`src/rtl/vmx_pkg.sv`:
```
// vmx_pkg: shared constants, the controller state encoding and the
// result-latency helper for the vector-MAC systolic array controller.
package vmx_pkg;

  // Load tags travel with the data along each row. Bit 7 set means
  // "load this data word as the weight of column tag[6:0]".
  localparam logic [7:0] TAG_IDLE = 8'h7F;
  localparam logic [7:0] TAG_LOAD = 8'h80;

  typedef enum logic [1:0] {
    ST_IDLE  = 2'd0,
    ST_LOAD  = 2'd1,
    ST_READY = 2'd2,
    ST_DRAIN = 2'd3
  } vmx_state_e;

  // Number of edges between an x acceptance and the registered result.
  function automatic int vmx_lat(input int rows, input int cols);
    return rows + cols;
  endfunction

endpackage

```
`src/rtl/vmx_skew_line.sv`:
```
// vmx_skew_line: WIDTH-bit register delay line, DEPTH stages (DEPTH >= 1).
// Every stage loads RST_VAL while rst_n is low (synchronous reset).
//   clk    in   clock
//   rst_n  in   synchronous active-low reset
//   din    in   WIDTH  value entering stage 0
//   dout   out  WIDTH  value leaving the last stage
module vmx_skew_line #(
  parameter int               WIDTH   = 1,
  parameter int               DEPTH   = 1,
  parameter logic [WIDTH-1:0] RST_VAL = '0
) (
  input  logic             clk,
  input  logic             rst_n,
  input  logic [WIDTH-1:0] din,
  output logic [WIDTH-1:0] dout
);

  logic [WIDTH-1:0] stage_q [DEPTH];

  always_ff @(posedge clk) begin
    if (!rst_n) begin
      for (int i = 0; i < DEPTH; i++) begin
        stage_q[i] <= RST_VAL;
      end
    end else begin
      stage_q[0] <= din;
      for (int i = 1; i < DEPTH; i++) begin
        stage_q[i] <= stage_q[i-1];
      end
    end
  end

  assign dout = stage_q[DEPTH-1];

endmodule

```
`src/rtl/vmx_array_ctrl.sv`:
```
// vmx_array_ctrl: sequencer for a ROWS x COLS systolic array of vector-MAC
// PEs. Loads column weights with load tags, skews input vectors per row,
// de-skews the bottom-row column sums into one aligned result word, owns
// the array simd_mode and holds off weight reloads until results drain.
//
//   clk            in   clock
//   rst_n          in   synchronous active-low reset (also clears the array)
//   cfg_simd       in   simd mode, sampled on the first LOAD beat
//   w_valid/ready  in/out  weight beat handshake; beat j carries column j
//   w_data         in   ROWS*DW  weight beat, row r in slice r
//   x_valid/ready  in/out  input vector handshake
//   x_data         in   ROWS*DW  input vector, row r in slice r
//   y_valid        out  result valid (no backpressure)
//   y_data         out  COLS*SW  result, column c in slice c
//   arr_data       out  ROWS*DW  to PE(r,0) data input
//   arr_load_ctrl  out  ROWS*8   to PE(r,0) load_ctrl input
//   arr_simd       out  ROWS     to PE(r,0) simd_mode input
//   arr_sum        in   COLS*SW  sum_out of PE(ROWS-1,c)
//   busy           out  state not READY, or results still in flight
//
// state | meaning
// IDLE  | no weights loaded, nothing accepted until a weight request
// LOAD  | accepting COLS weight beats, one column per beat
// READY | weights loaded, streaming x vectors
// DRAIN | reload requested, waiting for in-flight results to leave
module vmx_array_ctrl
  import vmx_pkg::*;
#(
  parameter int ROWS = 4,
  parameter int COLS = 4,
  parameter int DW   = 16
) (
  input  logic                 clk,
  input  logic                 rst_n,
  input  logic                 cfg_simd,
  input  logic                 w_valid,
  output logic                 w_ready,
  input  logic [ROWS*DW-1:0]   w_data,
  input  logic                 x_valid,
  output logic                 x_ready,
  input  logic [ROWS*DW-1:0]   x_data,
  output logic                 y_valid,
  output logic [COLS*2*DW-1:0] y_data,
  output logic [ROWS*DW-1:0]   arr_data,
  output logic [ROWS*8-1:0]    arr_load_ctrl,
  output logic [ROWS-1:0]      arr_simd,
  input  logic [COLS*2*DW-1:0] arr_sum,
  output logic                 busy
);

  localparam int SW  = 2 * DW;
  localparam int LAT = vmx_lat(ROWS, COLS);
  localparam int IW  = $clog2(LAT + 1);
  localparam int BW  = 1 + 8 + DW;

  vmx_state_e    state_q, state_d;
  logic [6:0]    col_q;
  logic          simd_q;
  logic [IW-1:0] inflight_q;
  logic          y_valid_q;

  logic          w_acc, x_acc, y_set, first_beat, last_beat;
  logic          simd_in;
  logic [7:0]    tag_in;

  // ---------------------------------------------------------------- FSM
  always_comb begin
    state_d = state_q;
    w_ready = 1'b0;
    x_ready = 1'b0;
    unique case (state_q)
      ST_IDLE: begin
        if (w_valid) state_d = ST_LOAD;
      end
      ST_LOAD: begin
        w_ready = 1'b1;
        if (last_beat) state_d = ST_READY;
      end
      ST_READY: begin
        // A pending weight request takes priority over new vectors.
        x_ready = !w_valid;
        if (w_valid) state_d = ST_DRAIN;
      end
      ST_DRAIN: begin
        // Wait until the last result has also left the output register.
        if (inflight_q == '0 && !y_valid_q) state_d = ST_LOAD;
      end
      default: state_d = ST_IDLE;
    endcase
  end

  assign w_acc      = w_valid && w_ready;
  assign x_acc      = x_valid && x_ready;
  assign first_beat = w_acc && (col_q == '0);
  assign last_beat  = w_acc && (col_q == 7'(COLS - 1));

  always_ff @(posedge clk) begin
    if (!rst_n) begin
      state_q    <= ST_IDLE;
      col_q      <= '0;
      simd_q     <= 1'b0;
      inflight_q <= '0;
      y_valid_q  <= 1'b0;
    end else begin
      state_q   <= state_d;
      y_valid_q <= y_set;
      if (w_acc) col_q <= last_beat ? 7'd0 : col_q + 7'd1;
      if (first_beat) simd_q <= cfg_simd;
      // Decrement on the cycle the result is registered, so the count
      // never exceeds LAT in a continuous stream.
      unique case ({x_acc, y_set})
        2'b10:   inflight_q <= inflight_q + IW'(1);
        2'b01:   inflight_q <= inflight_q - IW'(1);
        default: inflight_q <= inflight_q;
      endcase
    end
  end

  // ------------------------------------------------------- row skewing
  // The first beat already carries the newly sampled mode so the array
  // sees the new simd setting together with the first load tag.
  assign simd_in = first_beat ? cfg_simd : simd_q;
  assign tag_in  = w_acc ? (TAG_LOAD | {1'b0, col_q}) : TAG_IDLE;

  for (genvar r = 0; r < ROWS; r++) begin : g_row
    logic [DW-1:0] row_src;
    logic [BW-1:0] row_in, row_out;

    assign row_src = w_acc ? w_data[r*DW +: DW] :
                     x_acc ? x_data[r*DW +: DW] : '0;
    assign row_in  = {simd_in, tag_in, row_src};

    vmx_skew_line #(
      .WIDTH  (BW),
      .DEPTH  (r + 1),
      .RST_VAL({1'b0, TAG_IDLE, {DW{1'b0}}})
    ) u_row_skew (
      .clk  (clk),
      .rst_n(rst_n),
      .din  (row_in),
      .dout (row_out)
    );

    assign arr_data[r*DW +: DW]   = row_out[DW-1:0];
    assign arr_load_ctrl[r*8 +: 8] = row_out[DW +: 8];
    assign arr_simd[r]             = row_out[BW-1];
  end

  // ---------------------------------------------------- column de-skew
  // Column c finishes c cycles after column 0; COLS-1-c alignment stages
  // plus the output register line every column up on the same edge.
  for (genvar c = 0; c < COLS; c++) begin : g_col
    vmx_skew_line #(
      .WIDTH  (SW),
      .DEPTH  (COLS - c),
      .RST_VAL('0)
    ) u_col_deskew (
      .clk  (clk),
      .rst_n(rst_n),
      .din  (arr_sum[c*SW +: SW]),
      .dout (y_data[c*SW +: SW])
    );
  end

  // Accept pulse delayed so y_set lines up with the cycle the aligned
  // result word is captured by the output registers.
  vmx_skew_line #(
    .WIDTH  (1),
    .DEPTH  (LAT),
    .RST_VAL(1'b0)
  ) u_valid_pipe (
    .clk  (clk),
    .rst_n(rst_n),
    .din  (x_acc),
    .dout (y_set)
  );

  assign y_valid = y_valid_q;
  assign busy    = (state_q != ST_READY) || (inflight_q != '0);

endmodule
```
`config.mk`:
```
export PLATFORM = sky130hd
export DESIGN_NAME = vmx_array_ctrl
export DESIGN_NICKNAME = d
export VERILOG_FILES = /design/src/rtl/vmx_pkg.sv /design/src/rtl/vmx_skew_line.sv /design/src/rtl/vmx_array_ctrl.sv
export SDC_FILE = /design/constraint.sdc
export NUM_CORES = 1
export LEC_CHECK = 0
export ABC_AREA = 1
export CAP_MARGIN = 5
export CORE_AREA = 2 2 195 197
export CTS_CLUSTER_DIAMETER = 30
export CTS_CLUSTER_SIZE = 30
export DETAILED_ROUTE_END_ITERATION = 10
export DIE_AREA = 0 0 197 199
export GPL_TIMING_DRIVEN = 1
export PLACE_DENSITY = 0.9
export SLEW_MARGIN = 25
export SYNTH_ARGS = -nofsm -noshare
export SYNTH_HDL_FRONTEND = slang
export SYNTH_HIERARCHICAL = 1
export SYNTH_SLANG_ARGS = --single-unit
```
`constraint.sdc`:
```
create_clock -name clk -period 3.9 [get_ports clk]
set_clock_uncertainty 0.2 [all_clocks]
set_input_delay 0.78 -clock clk [delete_from_list [all_inputs] [get_ports clk]]
set_output_delay 0.78 -clock clk [all_outputs]
set_load 0.02 [all_outputs]
```
Word level (Yosys, flattened, before mapping)
Memory sizes are Yosys's and may differ from the RTL's.
Index checks and enable logic that the tools add are counted.
{"block": "word_totals", "regBits": 15, "mem_bits_rw": 578, "inputBits": 261, "out_inout_bits": 232, "wordCells": 121, "mem_count": 9}
{"name": "g_col[0].u_col_deskew.stage_q", "depth": 4, "width": 32, "read_ports": 4, "rd_ports_with_merged_regs": 0, "write_ports": 4, "line_no": "vmx_skew_line.sv:18", "rtl": "logic [WIDTH-1:0] stage_q [DEPTH];"}
{"name": "g_row[3].u_row_skew.stage_q", "depth": 4, "width": 25, "read_ports": 4, "rd_ports_with_merged_regs": 0, "write_ports": 4, "line_no": "vmx_skew_line.sv:18"}
{"name": "g_col[1].u_col_deskew.stage_q", "depth": 3, "width": 32, "read_ports": 3, "rd_ports_with_merged_regs": 0, "write_ports": 3, "line_no": "vmx_skew_line.sv:18"}
{"name": "g_row[2].u_row_skew.stage_q", "depth": 3, "width": 25, "read_ports": 3, "rd_ports_with_merged_regs": 0, "write_ports": 3, "line_no": "vmx_skew_line.sv:18"}
{"name": "g_col[2].u_col_deskew.stage_q", "depth": 2, "width": 32, "read_ports": 2, "rd_ports_with_merged_regs": 0, "write_ports": 2, "line_no": "vmx_skew_line.sv:18"}
{"name": "g_row[1].u_row_skew.stage_q", "depth": 2, "width": 25, "read_ports": 2, "rd_ports_with_merged_regs": 0, "write_ports": 2, "line_no": "vmx_skew_line.sv:18"}
{"name": "+3 memories"}
{"block": "op_classes", "addsub": 3, "eq_ne": 11, "mux": 51, "n_bitwise": 26, "n_reduce_logical": 16}
{"operator": "$mux 32", "count": 10}
{"operator": "$mux 25", "count": 10}
{"operator": "$mux 16", "count": 8}
{"operator": "$reduce_or 32->1", "count": 1}
{"operator": "$or 1x1->1", "count": 26}
{"operator": "$reduce_or 25->1", "count": 1}
{"operator": "$mux 1", "count": 15}
{"operator": "$ne 2x2->1 const B", "count": 5}
{"operator": "$mux 2", "count": 4}
{"operator": "$mux 8", "count": 1}
{"operator": "$pmux 2 s4", "count": 1}
{"operator": "$pmux 4 s2", "count": 1}
{"operator": "$add 7x1->7 const B", "count": 1}
{"operator": "$eq 7x2->1 const B", "count": 1}
{"operator": "$logic_not 7->1", "count": 1}
{"operator": "$mux 7", "count": 1}
{"operator": "$eq 2x2->1 const B", "count": 3}
{"operator": "$logic_and 1x1->1", "count": 5}
{"operator": "$add 4x1->4 const B", "count": 1}
{"operator": "$eq 2x1->1 const B", "count": 2}
{"operator": "$logic_not 4->1", "count": 1}
{"operator": "$reduce_and 4->1", "count": 1}
{"operator": "$reduce_bool 4->1", "count": 1}
{"operator": "$sub 4x1->4 const B", "count": 1}
{"operator": "4 further kinds", "count": 5}

Logic depth before layout (Yosys ltp)
Gate-level depths: netlist of the first run.
{"block": "logic_depth", "word_depth": 6, "ltp_mapped": 13, "depth_no_buf": 13}

Cells and area by module
The synthesis of the first run kept the hierarchy.
{"mod": "vmx_skew_line (g_col[0].u_col_deskew)", "n_inst": 1, "cells_per_inst": 398, "area_per_inst_um2": 3677.3, "seq_area_each_um2": 2562.5}
{"mod": "vmx_skew_line (g_col[1].u_col_deskew)", "n_inst": 1, "cells_per_inst": 331, "area_per_inst_um2": 3000.4, "seq_area_each_um2": 1921.8}
{"mod": "vmx_skew_line (g_row[3].u_row_skew)", "n_inst": 1, "cells_per_inst": 311, "area_per_inst_um2": 2874.0, "seq_area_each_um2": 2001.9}
{"mod": "vmx_skew_line (g_row[2].u_row_skew)", "n_inst": 1, "cells_per_inst": 258, "area_per_inst_um2": 2302.2, "seq_area_each_um2": 1501.4}
{"mod": "vmx_skew_line (g_col[2].u_col_deskew)", "n_inst": 1, "cells_per_inst": 231, "area_per_inst_um2": 2080.7, "seq_area_each_um2": 1281.2}
{"mod": "vmx_skew_line (g_row[1].u_row_skew)", "n_inst": 1, "cells_per_inst": 181, "area_per_inst_um2": 1649.1, "seq_area_each_um2": 1001.0}
{"mod": "vmx_array_ctrl", "n_inst": 1, "cells_per_inst": 219, "area_per_inst_um2": 1602.8, "seq_area_each_um2": 300.3}
{"mod": "vmx_skew_line (g_col[3].u_col_deskew)", "n_inst": 1, "cells_per_inst": 99, "area_per_inst_um2": 914.6, "seq_area_each_um2": 640.6}
{"mod": "vmx_skew_line (g_row[0].u_row_skew)", "n_inst": 1, "cells_per_inst": 78, "area_per_inst_um2": 747.0, "seq_area_each_um2": 500.5}
{"mod": "vmx_skew_line (u_valid_pipe)", "n_inst": 1, "cells_per_inst": 25, "area_per_inst_um2": 225.2, "seq_area_each_um2": 160.2}

Least setup slack after synthesis of the first run
OpenSTA, ideal clock, no wires.
{"block": "synth_timing", "path_kind": "input to register", "start": "input port w_valid", "end": "register inflight_q[2]", "setup_ns": 0.115, "arrival_time_ns": 1.918, "required_time_ns": 3.585, "setup_slack_ns": 1.667, "cell_stages": 11, "n_path_buf": 0, "path_cell_list": "inv_2 -> nand3_2 -> ha_1 -> nor2_1 -> nor2_1 -> ha_1 -> o21bai_1 -> nand2_1 -> nand2_1 -> o21ai_0 -> inv_1"}
{"block": "synth_between", "elab_chain_cells": 5, "word_cells_on_any_way": 7, "classes_between": "eq/ne: 2; mux: 2; reduce/logical: 3"}
{"element": "from (decl)", "line_no": "vmx_array_ctrl.sv:36", "rtl": "input logic w_valid,"}
{"element": "$logic_not 1->1 *", "line_no": "vmx_array_ctrl.sv:81", "rtl": "x_ready = !w_valid;"}
{"element": "$mux 1 *", "line_no": "vmx_array_ctrl.sv:71", "rtl": "unique case (state_q)"}
{"element": "$logic_and 1x1->1 *", "line_no": "vmx_array_ctrl.sv:93", "rtl": "assign x_acc = x_valid && x_ready;"}
{"element": "$eq 2x1->1 / $eq 2x2->1 (equally long branches)", "line_no": "vmx_array_ctrl.sv:111", "rtl": "unique case ({x_acc, y_set})"}
{"element": "$pmux 4 s2 / $reduce_bool 2->1 (equally long branches)"}
{"element": "to (signal assigned)", "line_no": "vmx_array_ctrl.sv:112", "rtl": "2'b10: inflight_q <= inflight_q + IW'(1);"}
{"element": "to (signal assigned)", "line_no": "vmx_array_ctrl.sv:113", "rtl": "2'b01: inflight_q <= inflight_q - IW'(1);"}
{"element": "to (signal assigned)", "line_no": "vmx_array_ctrl.sv:114", "rtl": "default: inflight_q <= inflight_q;"}
{"element": "to (decl)", "line_no": "vmx_array_ctrl.sv:59", "rtl": "logic [IW-1:0] inflight_q;"}
Mark *: on every way between the ends. The rest lies on a longest branch, timed or not.
A chain may end at the register's enable or synchronous reset.

Final worst setup path of the first run
{"block": "layout_timing", "start": "register state_q[0]", "end": "output port x_ready"}
{"block": "layout_between", "elab_chain_cells": 2}
{"element": "from (decl)", "line_no": "vmx_array_ctrl.sv:56", "rtl": "vmx_state_e state_q, state_d;"}
{"element": "from (signal assigned)", "line_no": "vmx_array_ctrl.sv:105", "rtl": "state_q <= state_d;"}
{"element": "$eq 2x2->1", "line_no": "vmx_array_ctrl.sv:71"}
{"element": "$mux 1", "line_no": "vmx_array_ctrl.sv:71"}
{"element": "to (decl)", "line_no": "vmx_array_ctrl.sv:40", "rtl": "output logic x_ready,"}
No other way between the ends.

==> summary.txt, run 1 <==
crit-path max FO = 4
initial antenna violation count = 1
Initial Utilization = 51.4%
IO buf count = 492
Cell variety after synth = 30
Overall Power = 16.7 mW
CTS HTree Levels = 3
critical path buffer and inverter count = 3
Setup crit end = x_ready
Max Clk Rate = 0.318 GHz
synthesized flop and latch total = 593
CP max stage delay = 0.64 ns
Final Slew Violations = 0
crit path max-delay cell type = clkdlybuf4s50_1
Hold Path Class = reg -> reg
Num CTS Buffers = 99
drt total wl = 48.2 mm
Crit path depth = 5
Crit path arrival time = 2.16 ns
Final Hold Vio Count = 0
cell count after synthesis = 2131
synth warn = 6
outcome = complete, no violations
Post-Layout Cell Count = 3105
number of synthesized flops with an enable pin = 0
synthesized cell area = 0.0191 mm^2
Sink Count = 593
number of global-route vias before repair = 14.4k
Reg clk slew, reported paths = 0.05 ns
reg2reg setup slack = 1.44 ns
# DRC = 0
die outline width = 197 um
Worst setup EP type = output pin
Crit Path Category = reg -> out
Worst-Margin Slew = 0.821 ns
vias per cell = 4.45
GR Overflow Total = 0
routed len/inst = 15.5 um
Detail Route Antenna Nets = 0
layout cells sized above 1 = 8.94%
Post-synth top cells = dfxtp_1, nand2_1, inv_1, buf_4, a22o_1
chip height = 199 um
leak pwr = 15.0 nW
# Post-CTS Setup Buffers = 0
top post-synthesis cells by area = dfxtp_1, nand2_1, inv_1, buf_4, a22o_1
reg-to-reg endpoint = inflight_q[2]$_SDFFE_PN0P_
worst path required time = 2.92 ns
post-cts hold buffer count = 0
area grow syn2layout = 39.7%
number of gates resized after CTS = 0
TNS Setup = 0 ns
Synth top area share = 62.2%
Placed Cells incl. Taps = 2917
cell mode on critical path = inv_1
I/O pin count = 493
Startpoint Class = register
final setup fails = 0
crit path launch = state_q[0]$_SDFFE_PN0P_
worst r2r src = state_q[0]$_SDFFE_PN0P_
largest net degree at the start of global routing = 123
DR iter-0 viols = 647
DP HPWL = 29.6 mm
TritonCTS clock tree = done
NumNets Final = 2813
worst path cell trace = inv_1 -> ha_1 -> inv_1 -> nor2_1 -> clkdlybuf4s50_1
num rows = 71
first-pass GRT wire length = 72.7 mm
Final Util = 71.8%
drt pass-1 iters = 5
PwrDens = 627 mW/mm^2
die area = 0.0392 mm^2
Worst IR Drop VDD = 513 uV
Final min period = 3.14 ns
largest area contributor in the netlist = dfxtp_1
global placer's final weighted congestion = 0.817
Seq/Total Area, Yosys = 62.2%
worst hold margin = 0.197 ns
worst skew pair latency = 0.61 ns
Mapped Nets = 2400
worst r2r path cells = 12
hold path depth = 2
ys async rst share = 0%
dominant synthesized flop cell = dfxtp_1
unrepaired setup endpoints after global routing = false
CTS Buffer Depth = 3
GRT Total Usage = 23.8%
Max Cap Viol = 0
CP delay by family, top = buffers and inverters
clock root cell = clkbuf_16
mean post-synth cell area = 8.95 um^2
via count = 13.8k
final worst path period share = 80.6%
Max-slew headroom = 45.3%
Core Area = 0.0371 mm^2
## report_power, final
part | leakage, nW | switching, mW | internal (mW)
Sequential | 4.85 | 0.111 | 6.37
Clock | 1.70 | 3.08 | 5.81
Combinational | 8.41 | 0.696 | 0.628
Total | 15.0 | 3.89 | 12.8
## routing by layer
metal  track usage, %  vias to the layer above  part of all wire [%]
li1                 -                     6701                     -
met1             23.6                     6422                    36
met2             45.3                      582                    53
met3             6.44                      117                   7.3
met4             12.1                        0                   3.8
met5                0                        -                     0
## worst register-to-register path, stage by stage, from the launching register on
cell,delay (ns)
dfxtp_1,0.35
inv_1,0.10
ha_1,0.25
nand3_2,0.15
ha_1,0.30
nor2_1,0.17
nor2_1,0.09
ha_1,0.20
o21bai_1,0.19
nand2_1,0.10
nand2_1,0.05
o21ai_0,0.15
inv_1,0.05
## layout by cell type, fill, tap and decap left out, types with 5 or more instances in the layout
| cell type | Yosys | final |
|---|---|---|
| clkbuf_16 | 0 | 101 |
| nand3_1 | 7 | 7 |
| a21oi_1 | 9 | 9 |
| a22o_1 | 64 | 64 |
| inv_8 | 0 | 7 |
| buf_4 | 126 | 8 |
| clkbuf_1 | 0 | 10 |
| clkinv_4 | 0 | 9 |
| clkbuf_8 | 3 | 14 |
| inv_1 | 585 | 585 |
| nand4_1 | 6 | 6 |
| inv_2 | 24 | 24 |
| nand2_2 | 15 | 15 |
| ha_1 | 8 | 8 |
| buf_12 | 2 | 5 |
| dfxtp_1 | 593 | 593 |
| clkinv_2 | 0 | 13 |
| o21ai_0 | 6 | 6 |
| bufinv_16 | 0 | 11 |
| clkdlybuf4s50_1 | 0 | 491 |
| nor2_1 | 13 | 13 |
| nand2_1 | 593 | 593 |
| inv_6 | 0 | 7 |
| clkinvlp_4 | 0 | 12 |
## through the flow
step           cell area, um^2  setup slack [ns]
6_report                 26600             0.757
5_1_grt                  26600             0.700
4_1_cts                  26600             0.765
3_5_place_dp             23100             0.821
3_3_place_gp             23100             0.824
2_1_floorplan            19100              1.67
## cell families after synthesis
family | synth area share, %
buffers and inverters | 20.5
and+or+nand+nor | 13.2
xor gates and xnor gates | 0.0919
DFF | 62.2
AOI/OAI and AO/OA | 3.42
adders and majority gates | 0.525
## sequential cells by signal (all words and copies together), names as in the netlist
register and flops:
g_col.u_col_deskew/stage_q 320, g_row.u_row_skew/stage_q 250, u_valid_pipe/stage_q 8, col_q 7, inflight_q 4, state_q 2
simd_q 1, y_valid 1
## final cells by class
| cell class | count | area, um^2 |
|---|---|---|
| Multi-Input combinational cell | 736 | 3290 |
| Clock buffer | 125 | 2760 |
| Timing Repair Buffer | 505 | 5090 |
| Antenna cell | 1 | 2.50 |
| Sequential cell | 593 | 11900 |
| Fill cell | 2273 | 10500 |
| Tap cell | 474 | 593 |
| Clock inverter | 62 | 757 |
| Inverter | 609 | 2290 |
## worst min-delay path by stage
stage | start | end
finish | g_row[3].u_row_skew/stage_q[1][21]$_SDFF_PN1_ | g_row[3].u_row_skew/stage_q[2][21]$_SDFF_PN1_
global route | g_col[0].u_col_deskew/stage_q[1][4]$_SDFF_PN0_ | g_col[0].u_col_deskew/stage_q[2][4]$_SDFF_PN0_
CTS | g_row[3].u_row_skew/stage_q[1][21]$_SDFF_PN1_ | g_row[3].u_row_skew/stage_q[2][21]$_SDFF_PN1_
detailed placement | g_row[3].u_row_skew/stage_q[1][21]$_SDFF_PN1_ | g_row[3].u_row_skew/stage_q[2][21]$_SDFF_PN1_
global placement | g_row[3].u_row_skew/stage_q[1][21]$_SDFF_PN1_ | g_row[3].u_row_skew/stage_q[2][21]$_SDFF_PN1_
floorplan | g_row[1].u_row_skew/stage_q[0][16]$_SDFF_PN1_ | g_row[1].u_row_skew/stage_q[0][41]$_SDFF_PN1_
No activity file was read; power rests on OpenSTA's default activity.
==> run 2: changes to the inputs <==
Settings changed: CORE_AREA 2 2 195 197 to 2 2 201 203, DIE_AREA 0 0 197 199 to 0 0 203 205, PLACE_DENSITY 0.9 to 0.85.
Clock period 3.9 ns to 3.2 ns, I/O delays scaled along.
==> run 2 against run 1 <==
Final cell count rose by 1.4%. Die area increased by 6.2%. Sequential cell count unchanged. Count of clock-buffer cells in the layout is 20 lower. Critical path depth decreased by 1. Non-clock buffer count rose by 6. Largest cell class unchanged. Largest power group unchanged.
==> summary.txt, run 2 (synthesized netlist as in run 1, its figures left out) <==
Hold Path Class = reg -> reg
Worst IR Drop VDD = 514 uV
DR iter-0 viols = 629
first-pass GRT wire length = 67.9 mm
Final Slew Violations = 0
die outline width = 203 um
layout cells sized above 1 = 8.88%
via count = 13.4k
initial antenna violation count = 0
TNS Setup = 0 ns
CTS HTree Levels = 3
# Post-CTS Setup Buffers = 0
top flop regs = g_col.u_col_deskew/stage_q (320), g_row.u_row_skew/stage_q (250), u_valid_pipe/stage_q (8)
I/O pin count = 493
area grow syn2layout = 39.6%
commonest non-fill, non-tap cells in the layout = nand2_1, dfxtp_1, inv_1
clock root cell = clkbuf_16
GR Overflow Total = 0
final setup fails = 0
TritonCTS clock tree = done
Max Clk Rate = 0.337 GHz
Num CTS Buffers = 94
crit path max-delay cell type = clkdlybuf4s50_1
vias per cell = 4.26
outcome = complete, no violations
drt pass-1 iters = 5
Worst setup EP type = output pin
CTS Buffer Depth = 3
num rows = 73
drt total wl = 43.9 mm
die area = 0.0416 mm^2
routed len/inst = 13.9 um
setup ws final = 0.233 ns
Top reg by flops = g_col.u_col_deskew/stage_q
Max-slew headroom = 67.0%
# DRC = 0
GRT Total Usage = 20.6%
DP HPWL = 29.4 mm
Crit Path Category = reg -> out
CP delay by family, top = buffers and inverters
max reg flops = 320
worst path required time = 2.36 ns
crit-path max FO = 4
final worst path period share = 92.7%
number of gates resized after CTS = 0
Max Cap Viol = 0
number of global-route vias before repair = 14.0k
unrepaired setup endpoints after global routing = false
Final Hold Vio Count = 0
Final min period = 2.97 ns
post-cts hold buffer count = 0
Reg clk slew, reported paths = 0.06 ns
Startpoint Class = register
worst skew pair latency = 0.60 ns
Detail Route Antenna Nets = 0
Initial Utilization = 48.5%
DP Worst Slack = 0.385 ns
PwrDens = 744 mW/mm^2
Sink Count = 593
Core Area = 0.0394 mm^2
largest net degree at the start of global routing = 110
NumNets Final = 2814
worst path cell trace = inv_1 -> ha_1 -> nand4_1 -> clkdlybuf4s50_1
Antenna diodes = 0
Worst-Margin Slew = 0.494 ns
Crit path arrival time = 2.13 ns
global placer's final weighted congestion = 0.860
CP max stage delay = 0.65 ns
leak pwr = 14.9 nW
IO buf count = 492
chip height = 205 um
critical path buffer and inverter count = 2
[run 2: final timing paths]
path	from	end	slack, ns	depth (start not counted)
worst max register to register	state_q[0]$_SDFFE_PN0P_	inflight_q[2]$_SDFFE_PN0P_	0.81	12
worst max-delay path	state_q[0]$_SDFFE_PN0P_	busy	0.23	4
worst min register to register	g_row[3].u_row_skew/stage_q[1][20]$_SDFF_PN1_	g_row[3].u_row_skew/stage_q[2][20]$_SDFF_PN1_	0.18	2
worst min-delay path	g_row[3].u_row_skew/stage_q[1][20]$_SDFF_PN1_	g_row[3].u_row_skew/stage_q[2][20]$_SDFF_PN1_	0.18	2
[run 2: routing by layer]
metal	vias up	part of all wire, %	GRT usage (%)
met5	-	0	0
met4	0	4.0	11.3
met3	113	8.0	6.40
met2	534	51	38.0
met1	6071	37	20.7
li1	6703	-	-
[run 2: cell type report]
| class | instances | area [um^2] |
|---|---|---|
| fill | 2740 | 12700 |
| clock buffer | 105 | 2450 |
| sequential | 593 | 11900 |
| clock inverter | 69 | 892 |
| tap | 525 | 657 |
| timing repair buffer | 511 | 5170 |
| multi-input combinational | 736 | 3290 |
| inverter | 609 | 2290 |
[run 2: through the flow]
stage                     area, um^2  hold WS [ns]  power [mW]  instances  utilization [%]
after CTS                      26600         0.178        20.0       3148             67.6
after global routing           26600         0.198        20.5       3148             67.6
final                          26600         0.178        19.8       3148             67.6
after detailed placement       23300         0.186        9.60       2974             59.1
after floorplan                19100         0.180        8.93       2131                -
after global placement         23300         0.180        9.53       2974             59.1
[run 2: report_power, final]
| group | switching [mW] | internal, mW |
|---|---|---|
| logic | 0.815 | 0.774 |
| registers | 0.121 | 7.76 |
| clock network | 3.81 | 6.54 |
| total | 4.75 | 15.1 |
[run 2: worst min-delay path, stage by stage, from the launching register on]
cell and delay [ns]:
dfxtp_1 0.30, inv_1 0.03, nand2_1 0.04
